$ cat src/rtl/hv_fault_mgr.sv
// HV-side fault manager: per-channel mask, debounce filter and sticky latch feeding a
// fault/recovery FSM that gates PWM and drives INTB. Define HV_FAULT_CNT_EN for occurrence counters.
module hv_fault_mgr #(
    parameter int ERR_NUM = 8,
    parameter int FLT_W   = 4,
    parameter int RCV_W   = 8,
    parameter int CNT_W   = 4
) (
    input  logic               i_clk,
    input  logic               i_rst_n,
    input  logic               i_fsm_en,
    input  logic [ERR_NUM-1:0] i_err_raw,
    input  logic [ERR_NUM-1:0] i_err_mask,
    input  logic [ERR_NUM-1:0] i_err_hard,
    input  logic [FLT_W-1:0]   i_flt_len,
    input  logic [RCV_W-1:0]   i_rcv_len,
    input  logic [ERR_NUM-1:0] i_clr,
    output logic [ERR_NUM-1:0] o_err_sticky,
    output logic               o_pwm_allow,
    output logic               o_intb_n,
    output logic [1:0]         o_fault_st
`ifdef HV_FAULT_CNT_EN
    ,
    output logic [ERR_NUM*CNT_W-1:0] o_fault_cnt
`endif
);

    typedef enum logic [1:0] {
        ST_IDLE  = 2'd0,
        ST_RUN   = 2'd1,
        ST_FAULT = 2'd2,
        ST_RCV   = 2'd3
    } state_e;

    state_e                          state_q, state_d;
    logic [ERR_NUM-1:0][FLT_W-1:0]   flt_cnt_q, flt_cnt_d;
    logic [ERR_NUM-1:0]              flt_q, flt_d;
    logic [ERR_NUM-1:0]              sticky_q, sticky_d;
    logic [RCV_W-1:0]                timer_q, timer_d;
    logic                            pwm_allow_q, pwm_allow_d;
    logic                            intb_n_q, intb_n_d;
    logic [ERR_NUM-1:0]              act;
    logic                            hard_act;
    logic                            hard_stk;

    assign act      = i_err_raw & ~i_err_mask;
    assign hard_act = |(flt_q & i_err_hard);
    assign hard_stk = |(sticky_q & i_err_hard);

    // The filter counter saturates at L; a channel only reports once it has seen L+1 active samples.
    always_comb begin
        flt_cnt_d = flt_cnt_q;
        flt_d     = '0;
        for (int i = 0; i < ERR_NUM; i++) begin
            if (!i_fsm_en || !act[i]) begin
                flt_cnt_d[i] = '0;
            end else if (flt_cnt_q[i] >= i_flt_len) begin
                flt_cnt_d[i] = i_flt_len;
            end else begin
                flt_cnt_d[i] = flt_cnt_q[i] + 1'b1;
            end
            flt_d[i] = i_fsm_en & act[i] & (flt_cnt_q[i] == i_flt_len);
        end
        sticky_d = (sticky_q & ~(i_clr & ~flt_q)) | flt_q;
    end

    always_ff @(posedge i_clk or negedge i_rst_n) begin
        if (!i_rst_n) begin
            state_q <= ST_IDLE;
        end else begin
            state_q <= state_d;
        end
    end

    always_comb begin
        state_d = state_q;
        timer_d = '0;
        if (!i_fsm_en) begin
            state_d = ST_IDLE;
        end else begin
            case (state_q)
                ST_IDLE:  state_d = ST_RUN;
                ST_RUN:   if (hard_act) state_d = ST_FAULT;
                ST_FAULT: if (!hard_act && !hard_stk) state_d = ST_RCV;
                ST_RCV: begin
                    if (hard_act) begin
                        state_d = ST_FAULT;
                    end else if (timer_q == i_rcv_len) begin
                        state_d = ST_RUN;
                    end else begin
                        timer_d = timer_q + 1'b1;
                    end
                end
                default:  state_d = ST_IDLE;
            endcase
        end
    end

    always_comb begin
        pwm_allow_d = (state_d == ST_RUN);
        intb_n_d    = ~((state_d == ST_FAULT) | (state_d == ST_RCV) | (|sticky_d));
    end

    always_ff @(posedge i_clk or negedge i_rst_n) begin
        if (!i_rst_n) begin
            flt_cnt_q   <= '0;
            flt_q       <= '0;
            sticky_q    <= '0;
            timer_q     <= '0;
            pwm_allow_q <= 1'b0;
            intb_n_q    <= 1'b1;
        end else begin
            flt_cnt_q   <= flt_cnt_d;
            flt_q       <= flt_d;
            sticky_q    <= sticky_d;
            timer_q     <= timer_d;
            pwm_allow_q <= pwm_allow_d;
            intb_n_q    <= intb_n_d;
        end
    end

    assign o_err_sticky = sticky_q;
    assign o_pwm_allow  = pwm_allow_q;
    assign o_intb_n     = intb_n_q;
    assign o_fault_st   = state_q;

`ifdef HV_FAULT_CNT_EN
    logic [ERR_NUM-1:0][CNT_W-1:0] fault_cnt_q, fault_cnt_d;
    logic [ERR_NUM-1:0]            flt_rise;

    // A clear coinciding with a new rising edge leaves the count at one.
    always_comb begin
        flt_rise    = flt_d & ~flt_q;
        fault_cnt_d = fault_cnt_q;
        for (int i = 0; i < ERR_NUM; i++) begin
            if (i_clr[i]) begin
                fault_cnt_d[i] = CNT_W'(flt_rise[i]);
            end else if (flt_rise[i] && !(&fault_cnt_q[i])) begin
                fault_cnt_d[i] = fault_cnt_q[i] + 1'b1;
            end
        end
    end

    always_ff @(posedge i_clk or negedge i_rst_n) begin
        if (!i_rst_n) begin
            fault_cnt_q <= '0;
        end else begin
            fault_cnt_q <= fault_cnt_d;
        end
    end

    assign o_fault_cnt = fault_cnt_q;
`endif

endmodule

$ cat config.mk
export PLATFORM = sky130hd
export DESIGN_NAME = hv_fault_mgr
export DESIGN_NICKNAME = d
export VERILOG_FILES = /design/src/rtl/hv_fault_mgr.sv
export SDC_FILE = /design/constraint.sdc
export NUM_CORES = 1
export LEC_CHECK = 0
export BUFFER_PORTS_ARGS = -buffer_cell sky130_fd_sc_hd__buf_2
export CAP_MARGIN = 20
export CORE_AREA = 2 2 87 89
export CTS_BUF_LIST = sky130_fd_sc_hd__clkbuf_4 sky130_fd_sc_hd__clkbuf_8
export DETAILED_ROUTE_END_ITERATION = 8
export DIE_AREA = 0 0 89 91
export PLACE_DENSITY = 0.77
export SLEW_MARGIN = 30
export SYNTH_ARGS = -nofsm -noshare
export SYNTH_HDL_FRONTEND = slang
export SYNTH_SLANG_ARGS = --single-unit
export TNS_END_PERCENT = 20
$ cat constraint.sdc
create_clock -name i_clk -period 1.9 [get_ports i_clk]
set_input_delay 0.57 -clock i_clk [delete_from_list [all_inputs] [get_ports i_clk]]
set_output_delay 0.57 -clock i_clk [all_outputs]
set_load 0.1 [all_outputs]
---- Word level (Yosys, flattened, before mapping) ----
Index checks and enable logic that the tools add are counted.
storage, ports and cells
  bits in registers ....................... 60
cells by class
  $add $sub $neg .......................... 9
  $lt $le $gt $ge ......................... 8
  equal/unequal tests ..................... 15
  multiplexer cells ....................... 26
  bitwise logic cells ..................... 28
  reductions and logical operators ........ 24
operators with widths
  cell                                                             number
  4-bit 2-to-1 mux                                                 16
  8-bit AND                                                        5
  4-bit by 1-bit adder with 4-bit output, second input constant    8
  4-bit == test                                                    8
  4-bit greater-or-equal comparator                                8
  8-bit 2-to-1 mux                                                 4
  8-bit NOT                                                        3
  8-bit OR reduction                                               3
  1-bit AND                                                        16
  1-bit logical NOT                                                11
  2-bit 2-to-1 mux                                                 5
  8-bit by 1-bit adder with 8-bit output, second input constant    1
  2-bit == test, second input constant                             4
  8-bit == test                                                    1
  1-bit logical OR                                                 8
  8-bit OR                                                         1
  2-bit one-hot mux with 4 select lines                            1
  2-bit by 1-bit == test with 1-bit output, second input constant  2
  2-bit logical NOT                                                1
  1-bit OR                                                         2
  1-bit logical AND                                                1
  1-bit NOT                                                        1

---- Longest topological paths before layout ----
Gate-level depths: netlist (run 1).
  word-level depth ........................ 11
  mapped depth ............................ 8
  depth with buffers taken out ............ 7

---- Least setup slack after synthesis (run 1) ----
Ideal clock, no wire load.
  path type ............................... input port to flip-flop
  start point ............................. in i_flt_len[2]
  end point ............................... reg flt_cnt_q[13] (netlist name)
  library setup time ...................... 0.123 ns
  arrival ................................. 2.095 ns
  setup slack ............................. -0.318 ns
  stages .................................. 7
  path through ............................ clkbuf_1 inv_1 ha_1 a21o_1 a211oi_4 mux2i_1 nor2_1
RTL lines
  what                  line  RTL
  from (decl)           15    input logic [FLT_W-1:0] i_flt_len,
  to (signal assigned)  113   flt_cnt_q <= flt_cnt_d;
  to (decl)             36    logic [ERR_NUM-1:0][FLT_W-1:0] flt_cnt_q, flt_cnt_d;

---- Final worst setup path (run 1) ----
  start point ............................. reg intb_n_q (netlist: o_intb_n)
  end point ............................... out o_intb_n
RTL lines
  what                    line  RTL
  from (decl)             41    logic intb_n_q, intb_n_d;
  from (signal assigned)  118   intb_n_q <= intb_n_d;
  to (decl)               20    output logic o_intb_n,
No word-level cell between the ends.

==> flow_summary.html, run 1 <==
<table>
<tr><th>Metric</th><th>Value</th></tr>
<tr><th colspan="2">Routing</th></tr>
<tr><td>Iter 0 DRT Violations</td><td>101</td></tr>
<tr><td>First-pass detailed-route iteration total</td><td>4</td></tr>
<tr><td>Via count normalized by instance count</td><td>5.28</td></tr>
<tr><td>Routed wire length per instance</td><td>14.7 um</td></tr>
<tr><td>Antenna Violating Nets Remaining</td><td>0</td></tr>
<tr><td>Final routed DRC violation total</td><td>0</td></tr>
<tr><td>WL final</td><td>7900 um</td></tr>
<tr><td>Routed via count</td><td>2,833</td></tr>
<tr><th colspan="2">Hold path</th></tr>
<tr><td>Kind of path behind the tightest hold check</td><td>input pin to async pin</td></tr>
<tr><th colspan="2">Yosys</th></tr>
<tr><td>Basic-gate share of the synthesized area counting and, or, nand and nor cells</td><td>0.144</td></tr>
<tr><td>Syn Nets</td><td>429</td></tr>
<tr><td>Fraction of synthesis flops using an asynchronous set or reset pin</td><td>1.00</td></tr>
<tr><td>Number of synthesized register bits</td><td>60</td></tr>
<tr><td>Warnings, synthesis</td><td>0</td></tr>
<tr><td>Number of distinct library cells after synthesis</td><td>31</td></tr>
<tr><td>Arithmetic-cell share of the synthesized area counting full adders, half adders and majority gates</td><td>0.147</td></tr>
<tr><td>Count of mapped cells out of synthesis</td><td>341</td></tr>
<tr><td>Count of flip-flops with a built-in enable after synthesis</td><td>0</td></tr>
<tr><td>Fraction of synthesized cell area in xor and xnor cells</td><td>0.0754</td></tr>
<tr><td>Combinational family with the most area after synthesis</td><td>adder cells</td></tr>
<tr><td>Share of the yosys chip area belonging to registers</td><td>0.431</td></tr>
<tr><td>Syn_area_per_cell</td><td>10.2 um2</td></tr>
<tr><td>Cell area after technology mapping</td><td>0.00348 mm2</td></tr>
<tr><td>Proportion of synthesized area in mux cells</td><td>0.0259</td></tr>
<tr><td>Compound-Gate Fraction of Synth Area</td><td>0.145</td></tr>
<tr><td>Top FF cell, synth</td><td>dfrtp_1</td></tr>
<tr><th colspan="2">Floorplan</th></tr>
<tr><td>Die outline width</td><td>89 um</td></tr>
<tr><td>Starting density of the core</td><td>0.488</td></tr>
<tr><td>IO Count</td><td>59</td></tr>
<tr><td>Die Span Y</td><td>91 um</td></tr>
<tr><td>Cell row count</td><td>31</td></tr>
<tr><td>Floorplan Core Area</td><td>0.00714 mm2</td></tr>
<tr><td>Die Area</td><td>0.00810 mm2</td></tr>
<tr><th colspan="2">Timing</th></tr>
<tr><td>Smallest setup slack after layout</td><td>0.0663 ns</td></tr>
<tr><td>Relative slew slack</td><td>0.676</td></tr>
<tr><td>RSZ-0062 raised after global routing</td><td>no</td></tr>
<tr><td>Worst clock skew</td><td>0.0105 ns</td></tr>
<tr><td>Ratio of final minimum period to clock period</td><td>0.965</td></tr>
<tr><td>Endpoints failing hold</td><td>0</td></tr>
<tr><td>Shortest clock period the worst path allows after layout</td><td>1.83 ns</td></tr>
<tr><td>Worst hold slack across all endpoints</td><td>0.224 ns</td></tr>
<tr><td>Number of max-slew violations in the final report</td><td>0</td></tr>
<tr><td>Number of failing setup endpoints in the final timing report</td><td>0</td></tr>
<tr><td>Pin slew with the least headroom to its limit</td><td>0.489 ns</td></tr>
<tr><td>Achievable Freq</td><td>545 MHz</td></tr>
<tr><th colspan="2">Clock tree</th></tr>
<tr><td>Number of buffers added for setup after CTS</td><td>0</td></tr>
<tr><td>Clock-pin slew on the worst setup and hold paths</td><td>0.07 ns</td></tr>
<tr><td>Number of buffers added by the clock tree synthesis step</td><td>9</td></tr>
<tr><td>Clock tree buffer depth</td><td>2</td></tr>
<tr><td>CTS root buf</td><td>clkbuf_8</td></tr>
<tr><td>Htree depth</td><td>3</td></tr>
<tr><td>Post-cts repair resize count</td><td>0</td></tr>
<tr><td>Clock sink total</td><td>60</td></tr>
<tr><td>TritonCTS clock tree</td><td>built</td></tr>
<tr><td>Post-cts hold buffer count</td><td>0</td></tr>
<tr><td>Worst-skew pair later-pin latency</td><td>0.34 ns</td></tr>
<tr><th colspan="2">Global route</th></tr>
<tr><td>Via count of the first global-routing pass</td><td>2,927</td></tr>
<tr><td>GR met2 Demand/Resource</td><td>0.351</td></tr>
<tr><td>Total overflow reported by the global router</td><td>0</td></tr>
<tr><td>GR met1 Demand/Resource</td><td>0.277</td></tr>
<tr><td>Wire length of the first global-routing pass</td><td>13,500 um</td></tr>
<tr><td>Total track usage</td><td>0.215</td></tr>
<tr><td>Met3 capacity usage during global routing</td><td>0.0564</td></tr>
<tr><td>Peak-usage layer in the global routing report</td><td>met2</td></tr>
<tr><td>Antenna violations before repair</td><td>0</td></tr>
<tr><td>Largest net degree at the start of global routing</td><td>61</td></tr>
<tr><th colspan="2">Worst setup path</th></tr>
<tr><td>Buffers plus inverters on the worst setup path</td><td>1</td></tr>
<tr><td>Crit Path Max Fanout</td><td>1</td></tr>
<tr><td>Required @ worst endpoint</td><td>1.33 ns</td></tr>
<tr><td>Critical Path, Cell by Cell</td><td>buf_2</td></tr>
<tr><td>Kind of capture point of the worst setup path</td><td>output pin</td></tr>
<tr><td>Max stage delay cell, worst path</td><td>dfstp_2</td></tr>
<tr><td>Cell type group with the largest total delay on the critical path</td><td>flip-flops</td></tr>
<tr><td>Critical path data arrival time</td><td>1.26 ns</td></tr>
<tr><td>Type of the worst setup path</td><td>flip-flop to output pin</td></tr>
<tr><td>Critical path launch point type</td><td>flip-flop</td></tr>
<tr><td>Slowest Stage Delay on Critical Path</td><td>0.51 ns</td></tr>
<tr><th colspan="2">Flow run</th></tr>
<tr><td>Max-cap check violation count</td><td>0</td></tr>
<tr><th colspan="2">Place</th></tr>
<tr><td>Area post-placement</td><td>0.00418 mm2</td></tr>
<tr><td>Pre-CTS WS</td><td>-0.301 ns</td></tr>
<tr><td>Dpl hpwl</td><td>6010 um</td></tr>
<tr><td>Routability Congestion</td><td>0.830</td></tr>
<tr><td>Number of placed instances with taps included</td><td>521</td></tr>
<tr><td>Count of buffers from port buffering</td><td>58</td></tr>
<tr><th colspan="2">Layout</th></tr>
<tr><td>Commonest non-fill, non-tap cells in the layout</td><td>59 x dfrtp_1, 57 x buf_2, 45 x nor2_1, 37 x ha_1, 26 x buf_4</td></tr>
<tr><td>Most frequent standard cell in the layout excluding fill and tap cells</td><td>dfrtp_1</td></tr>
<tr><td>Ratio of cells with drive above 1 in the final layout</td><td>0.274</td></tr>
<tr><td>Total non-filler cell area in the finished layout</td><td>0.00442 mm2</td></tr>
<tr><td>Area added between synthesis and finish</td><td>26.9%</td></tr>
<tr><td>Filler Cell Count</td><td>612</td></tr>
<tr><td>Diode count</td><td>0</td></tr>
<tr><td>Non-filler instance count after layout</td><td>537</td></tr>
<tr><td>Final core utilization</td><td>0.619</td></tr>
<tr><td>Total number of nets in the final design</td><td>521</td></tr>
<tr><th colspan="2">Pwr</th></tr>
<tr><td>Static leakage</td><td>0.00230 uW</td></tr>
<tr><td>VDD IR-drop max</td><td>0.000477 V</td></tr>
<tr><td>Power Dens Cells</td><td>700 mW/mm2</td></tr>
<tr><th colspan="2">Outcome</th></tr>
<tr><td>Run status</td><td>finished, final reports clean</td></tr>
</table>
==> where the power goes <==
| part | switching, uW | internal, uW |
|---|---|---|
| clock | 491 | 822 |
| sequential | 22.8 | 1300 |
| combinational | 270 | 184 |
| total | 784 | 2310 |
==> area by class of cell <==
| cell class | instances | area (um2) | share of cell area |
|---|---|---|---|
| repair buffers | 86 | 528 | 0.119 |
| multi-input cells | 253 | 1930 | 0.437 |
| clock buffers | 12 | 159 | 0.0360 |
| inverters | 23 | 101 | 0.0229 |
| clock inverters | 4 | 72.6 | 0.0164 |
| flip-flops and latches | 60 | 1500 | 0.340 |
| well taps | 99 | 124 | 0.0280 |
==> worst paths after layout <==
path,from,endpoint,slack (ns),depth (start not counted)
worst min register to register,flt_q[6]$_DFF_PN0_,o_err_sticky[6]$_DFF_PN0_,0.49,1
worst max-delay path,o_intb_n$_DFF_PN1_,o_intb_n,0.07,1
worst min-delay path,i_rst_n,flt_q[3]$_DFF_PN0_,0.22,2
min in group i_clk,flt_q[6]$_DFF_PN0_,o_err_sticky[6]$_DFF_PN0_,0.49,1
max in group asynchronous,i_rst_n,o_intb_n$_DFF_PN1_,1.38,2
worst max register to register,flt_cnt_q[8]$_DFF_PN0_,flt_cnt_q[11]$_DFF_PN0_,0.18,7
==> sequential cells by signal (all words and copies together) (netlist names) <==
signal and cells:
flt_q 8, o_err_sticky 8, timer_q 8, o_pwm_allow 1, o_fault_st 2, o_intb_n 1
flt_cnt_q 32
==> metal layers <==
layer,vias to the layer above,part of all wire
met2,90,0.47
met3,11,0.066
li1,1397,-
met5,-,0
met4,0,0.019
met1,1335,0.45
==> synth_stat cells, types with 6 or more instances <==
library cell / instances / area [um2]
mux2i_1: 9 / 90.1
nand3b_1: 8 / 60.1
nor2_1: 45 / 169
a21o_1: 10 / 75.1
a211oi_1: 23 / 173
ha_1: 41 / 513
a21oi_1: 15 / 75.1
inv_1: 23 / 86.3
a22oi_1: 8 / 60.1
nand2_1: 15 / 56.3
nor3_1: 8 / 40.0
dfrtp_1: 59 / 1480
nand3_1: 15 / 75.1
nand2b_1: 6 / 37.5
xnor2_1: 11 / 96.3
xor2_1: 19 / 166
==> metrics by stage <==
| step | total power [uW] | TNS [ns] |
|---|---|---|
| 3_5_place_dp | 1800 | -6.09 |
| 2_1_floorplan | 1610 | -0.00317 |
| 6_report | 3090 | 0 |
| 5_1_grt | 3240 | 0 |
| 3_3_place_gp | 1790 | -4.07 |
| 4_1_cts | 3130 | 0 |
==> kinds of logic (layout without fill, tap and decap cells) <==
kind of cell,Yosys count,after routing
AO/OA/AOI/OAI,68,68
XOR/XNOR,30,30
adder cells (fa/ha/maj),41,41
buffers and inverters,28,125
flip-flops,60,60
multiplexers,9,9
AND/OR/NAND/NOR,105,105
Note: power is estimated with default switching activity, not from simulation.
==> run 2, diff against run 1 <==
CTS_CLUSTER_SIZE = 16   (was not set)
RECOVER_POWER = 25   (was not set)
==> run 2 against run 1 <==
Compared with the run above:
- total power is 0.14% lower
- critical path depth stayed put
- register-to-register slack hardly changed
- clock-buffer cell count stayed put
- utilization is 0.21 points lower
- critical path type unchanged
- critical endpoint unchanged
- largest power group unchanged
==> flow_summary.html, run 2 (synthesized netlist as in run 1, its figures left out) <==
<table>
<tr><th>Metric</th><th>Value</th></tr>
<tr><th colspan="2">Floorplan</th></tr>
<tr><td>Cell row count</td><td>31 (unchanged)</td></tr>
<tr><td>Die Area</td><td>0.00810 mm2 (unchanged)</td></tr>
<tr><td>Die Span Y</td><td>91 um (unchanged)</td></tr>
<tr><td>Starting density of the core</td><td>0.488 (unchanged)</td></tr>
<tr><td>IO Count</td><td>59 (unchanged)</td></tr>
<tr><td>Floorplan Core Area</td><td>0.00714 mm2 (unchanged)</td></tr>
<tr><td>Die outline width</td><td>89 um (unchanged)</td></tr>
<tr><th colspan="2">Layout</th></tr>
<tr><td>Total non-filler cell area in the finished layout</td><td>0.00440 mm2 (-0.34%)</td></tr>
<tr><td>Register containing the most flip-flops in the final layout</td><td>flt_cnt_q</td></tr>
<tr><td>Non-filler instance count after layout</td><td>537 (unchanged)</td></tr>
<tr><td>Number of flip-flops under the largest register name</td><td>32 (unchanged)</td></tr>
<tr><td>Commonest non-fill, non-tap cells in the layout</td><td>59 x dfrtp_1, 57 x buf_2, 45 x nor2_1, 37 x ha_1, 26 x buf_4</td></tr>
<tr><td>Ratio of cells with drive above 1 in the final layout</td><td>0.274 (unchanged)</td></tr>
<tr><td>Final core utilization</td><td>0.617 (-0.00210)</td></tr>
<tr><td>Area added between synthesis and finish</td><td>26.4%</td></tr>
<tr><td>Diode count</td><td>0 (unchanged)</td></tr>
<tr><td>Total number of nets in the final design</td><td>521 (unchanged)</td></tr>
<tr><td>Most frequent standard cell in the layout excluding fill and tap cells</td><td>dfrtp_1</td></tr>
<tr><th colspan="2">Routing</th></tr>
<tr><td>First-pass detailed-route iteration total</td><td>4 (unchanged)</td></tr>
<tr><td>Routed via count</td><td>2,832 (-0.035%)</td></tr>
<tr><td>Final routed DRC violation total</td><td>0 (unchanged)</td></tr>
<tr><td>Routed wire length per instance</td><td>14.7 um (about the same)</td></tr>
<tr><td>Via count normalized by instance count</td><td>5.27 (about the same)</td></tr>
<tr><td>WL final</td><td>7900 um (about the same)</td></tr>
<tr><td>Antenna Violating Nets Remaining</td><td>0 (unchanged)</td></tr>
<tr><td>Iter 0 DRT Violations</td><td>101 (unchanged)</td></tr>
<tr><th colspan="2">Clock tree</th></tr>
<tr><td>Clock tree buffer depth</td><td>2 (unchanged)</td></tr>
<tr><td>Post-cts hold buffer count</td><td>0 (unchanged)</td></tr>
<tr><td>Clock-pin slew on the worst setup and hold paths</td><td>0.07 ns (about the same)</td></tr>
<tr><td>TritonCTS clock tree</td><td>built</td></tr>
<tr><td>Worst-skew pair later-pin latency</td><td>0.34 ns (about the same)</td></tr>
<tr><td>Clock sink total</td><td>60 (unchanged)</td></tr>
<tr><td>Htree depth</td><td>3 (unchanged)</td></tr>
<tr><td>Number of buffers added for setup after CTS</td><td>0 (unchanged)</td></tr>
<tr><td>Number of buffers added by the clock tree synthesis step</td><td>9 (unchanged)</td></tr>
<tr><td>CTS root buf</td><td>clkbuf_8</td></tr>
<tr><th colspan="2">Place</th></tr>
<tr><td>Count of buffers from port buffering</td><td>58 (unchanged)</td></tr>
<tr><td>Routability Congestion</td><td>0.830 (unchanged)</td></tr>
<tr><td>Number of placed instances with taps included</td><td>521 (unchanged)</td></tr>
<tr><td>Area post-placement</td><td>0.00418 mm2 (unchanged)</td></tr>
<tr><td>Dpl hpwl</td><td>6010 um (unchanged)</td></tr>
<tr><th colspan="2">Worst setup path</th></tr>
<tr><td>Timing endpoint of the critical path</td><td>o_intb_n</td></tr>
<tr><td>Depth of the most critical reg-to-reg path</td><td>7 (unchanged)</td></tr>
<tr><td>First element of the critical path</td><td>o_intb_n$_DFF_PN1_</td></tr>
<tr><td>Kind of capture point of the worst setup path</td><td>output pin</td></tr>
<tr><td>Critical Path, Cell by Cell</td><td>buf_2</td></tr>
<tr><td>Type of the worst setup path</td><td>flip-flop to output pin</td></tr>
<tr><td>Max stage delay cell, worst path</td><td>dfstp_2</td></tr>
<tr><td>Total stage count of the critical path</td><td>1 (unchanged)</td></tr>
<tr><td>Required @ worst endpoint</td><td>1.33 ns (about the same)</td></tr>
<tr><td>Cell type group with the largest total delay on the critical path</td><td>flip-flops</td></tr>
<tr><td>Slowest Stage Delay on Critical Path</td><td>0.51 ns (about the same)</td></tr>
<tr><td>Capture instance of the worst register-to-register path</td><td>flt_cnt_q[11]$_DFF_PN0_</td></tr>
<tr><td>R2r setup slk</td><td>0.18 ns (about the same)</td></tr>
<tr><td>Worst reg2reg startpoint</td><td>flt_cnt_q[8]$_DFF_PN0_</td></tr>
<tr><td>Crit Path Max Fanout</td><td>1 (unchanged)</td></tr>
<tr><td>Critical path data arrival time</td><td>1.26 ns (about the same)</td></tr>
<tr><td>Critical path launch point type</td><td>flip-flop</td></tr>
<tr><td>Buffers plus inverters on the worst setup path</td><td>1 (unchanged)</td></tr>
<tr><th colspan="2">Global route</th></tr>
<tr><td>Antenna violations before repair</td><td>0 (unchanged)</td></tr>
<tr><td>Total overflow reported by the global router</td><td>0 (unchanged)</td></tr>
<tr><td>Total track usage</td><td>0.215 (unchanged)</td></tr>
<tr><td>Via count of the first global-routing pass</td><td>2,927 (unchanged)</td></tr>
<tr><td>Wire length of the first global-routing pass</td><td>13,500 um (unchanged)</td></tr>
<tr><td>Largest net degree at the start of global routing</td><td>61 (unchanged)</td></tr>
<tr><th colspan="2">Timing</th></tr>
<tr><td>Endpoints failing hold</td><td>0 (unchanged)</td></tr>
<tr><td>Number of failing setup endpoints in the final timing report</td><td>0 (unchanged)</td></tr>
<tr><td>Summed negative setup slack over all endpoints</td><td>0 ns (unchanged)</td></tr>
<tr><td>Pin slew with the least headroom to its limit</td><td>1.46 ns (+0.974 ns)</td></tr>
<tr><td>Worst hold slack across all endpoints</td><td>0.491 ns (+0.268 ns)</td></tr>
<tr><td>Number of max-slew violations in the final report</td><td>0 (unchanged)</td></tr>
<tr><td>Achievable Freq</td><td>545 MHz (unchanged)</td></tr>
<tr><td>RSZ-0062 raised after global routing</td><td>no</td></tr>
<tr><td>Ratio of final minimum period to clock period</td><td>0.965 (unchanged)</td></tr>
<tr><td>Relative slew slack</td><td>0.0249 (-0.651)</td></tr>
<tr><td>Worst clock skew</td><td>0.0105 ns (+0.00000900 ns)</td></tr>
<tr><td>Shortest clock period the worst path allows after layout</td><td>1.83 ns (unchanged)</td></tr>
<tr><th colspan="2">Pwr</th></tr>
<tr><td>Power Dens Cells</td><td>702 mW/mm2 (+0.20%)</td></tr>
<tr><td>Static leakage</td><td>0.00229 uW (-0.23%)</td></tr>
<tr><td>VDD IR-drop max</td><td>0.000477 V (about the same)</td></tr>
<tr><th colspan="2">Outcome</th></tr>
<tr><td>Run status</td><td>finished, final reports clean</td></tr>
<tr><th colspan="2">Hold path</th></tr>
<tr><td>Kind of path behind the tightest hold check</td><td>flip-flop to flip-flop</td></tr>
<tr><th colspan="2">Flow run</th></tr>
<tr><td>Max-cap check violation count</td><td>0 (unchanged)</td></tr>
</table>
run 2: per-stage QoR:
step / total power [uW] / setup WS [ns]
after floorplan: 1610 / -0.00317
after global routing: 3240 / 0.0210
final: 3090 / 0.0663
after CTS: 3130 / 0.0271
after detailed placement: 1800 / -0.301
after global placement: 1790 / -0.187
run 2: layer usage:
layer / wire, um / part of all wire / GRT usage / vias up
met1: 3560 / 0.45 / 0.277 / 1335
met5: 0 / 0 / 0 / -
li1: - / - / - / 1396
met4: 147 / 0.019 / 0.0647 / 0
met2: 3670 / 0.46 / 0.351 / 90
met3: 521 / 0.066 / 0.0564 / 11
run 2: where the power goes:
group	internal, uW	leakage [uW]	switching (uW)
combinational	180	0.00135	269
sequential	1300	0.000825	22.8
clock	822	0.000116	491
run 2: repair_timing:
action,CTS,global route
setup endpoints to repair,0,10
endpoints found under the hold margin,0,0
gates resized for setup,0,4
run 2: worst min-delay path by stage:
stage                            start                   endpoint  slack (ns)  cells after the start
floorplan                      i_rst_n     flt_cnt_q[0]$_DFF_PN0_        0.27                      0
global placement    flt_q[1]$_DFF_PN0_  o_err_sticky[1]$_DFF_PN0_        0.47                      1
detailed placement  flt_q[0]$_DFF_PN0_  o_err_sticky[0]$_DFF_PN0_        0.49                      1
CTS                            i_rst_n    flt_cnt_q[15]$_DFF_PN0_        0.23                      2
global route        flt_q[6]$_DFF_PN0_  o_err_sticky[6]$_DFF_PN0_        0.51                      1
finish              flt_q[6]$_DFF_PN0_  o_err_sticky[6]$_DFF_PN0_        0.49                      1
run 2: cell type report:
type / count / area [um2]
fillers: 613 / 2730
clock inverters: 4 / 72.6
multi-input cells: 253 / 1930
well taps: 99 / 124
clock buffers: 12 / 159
flip-flops and latches: 60 / 1500
repair buffers: 86 / 513
inverters: 23 / 101
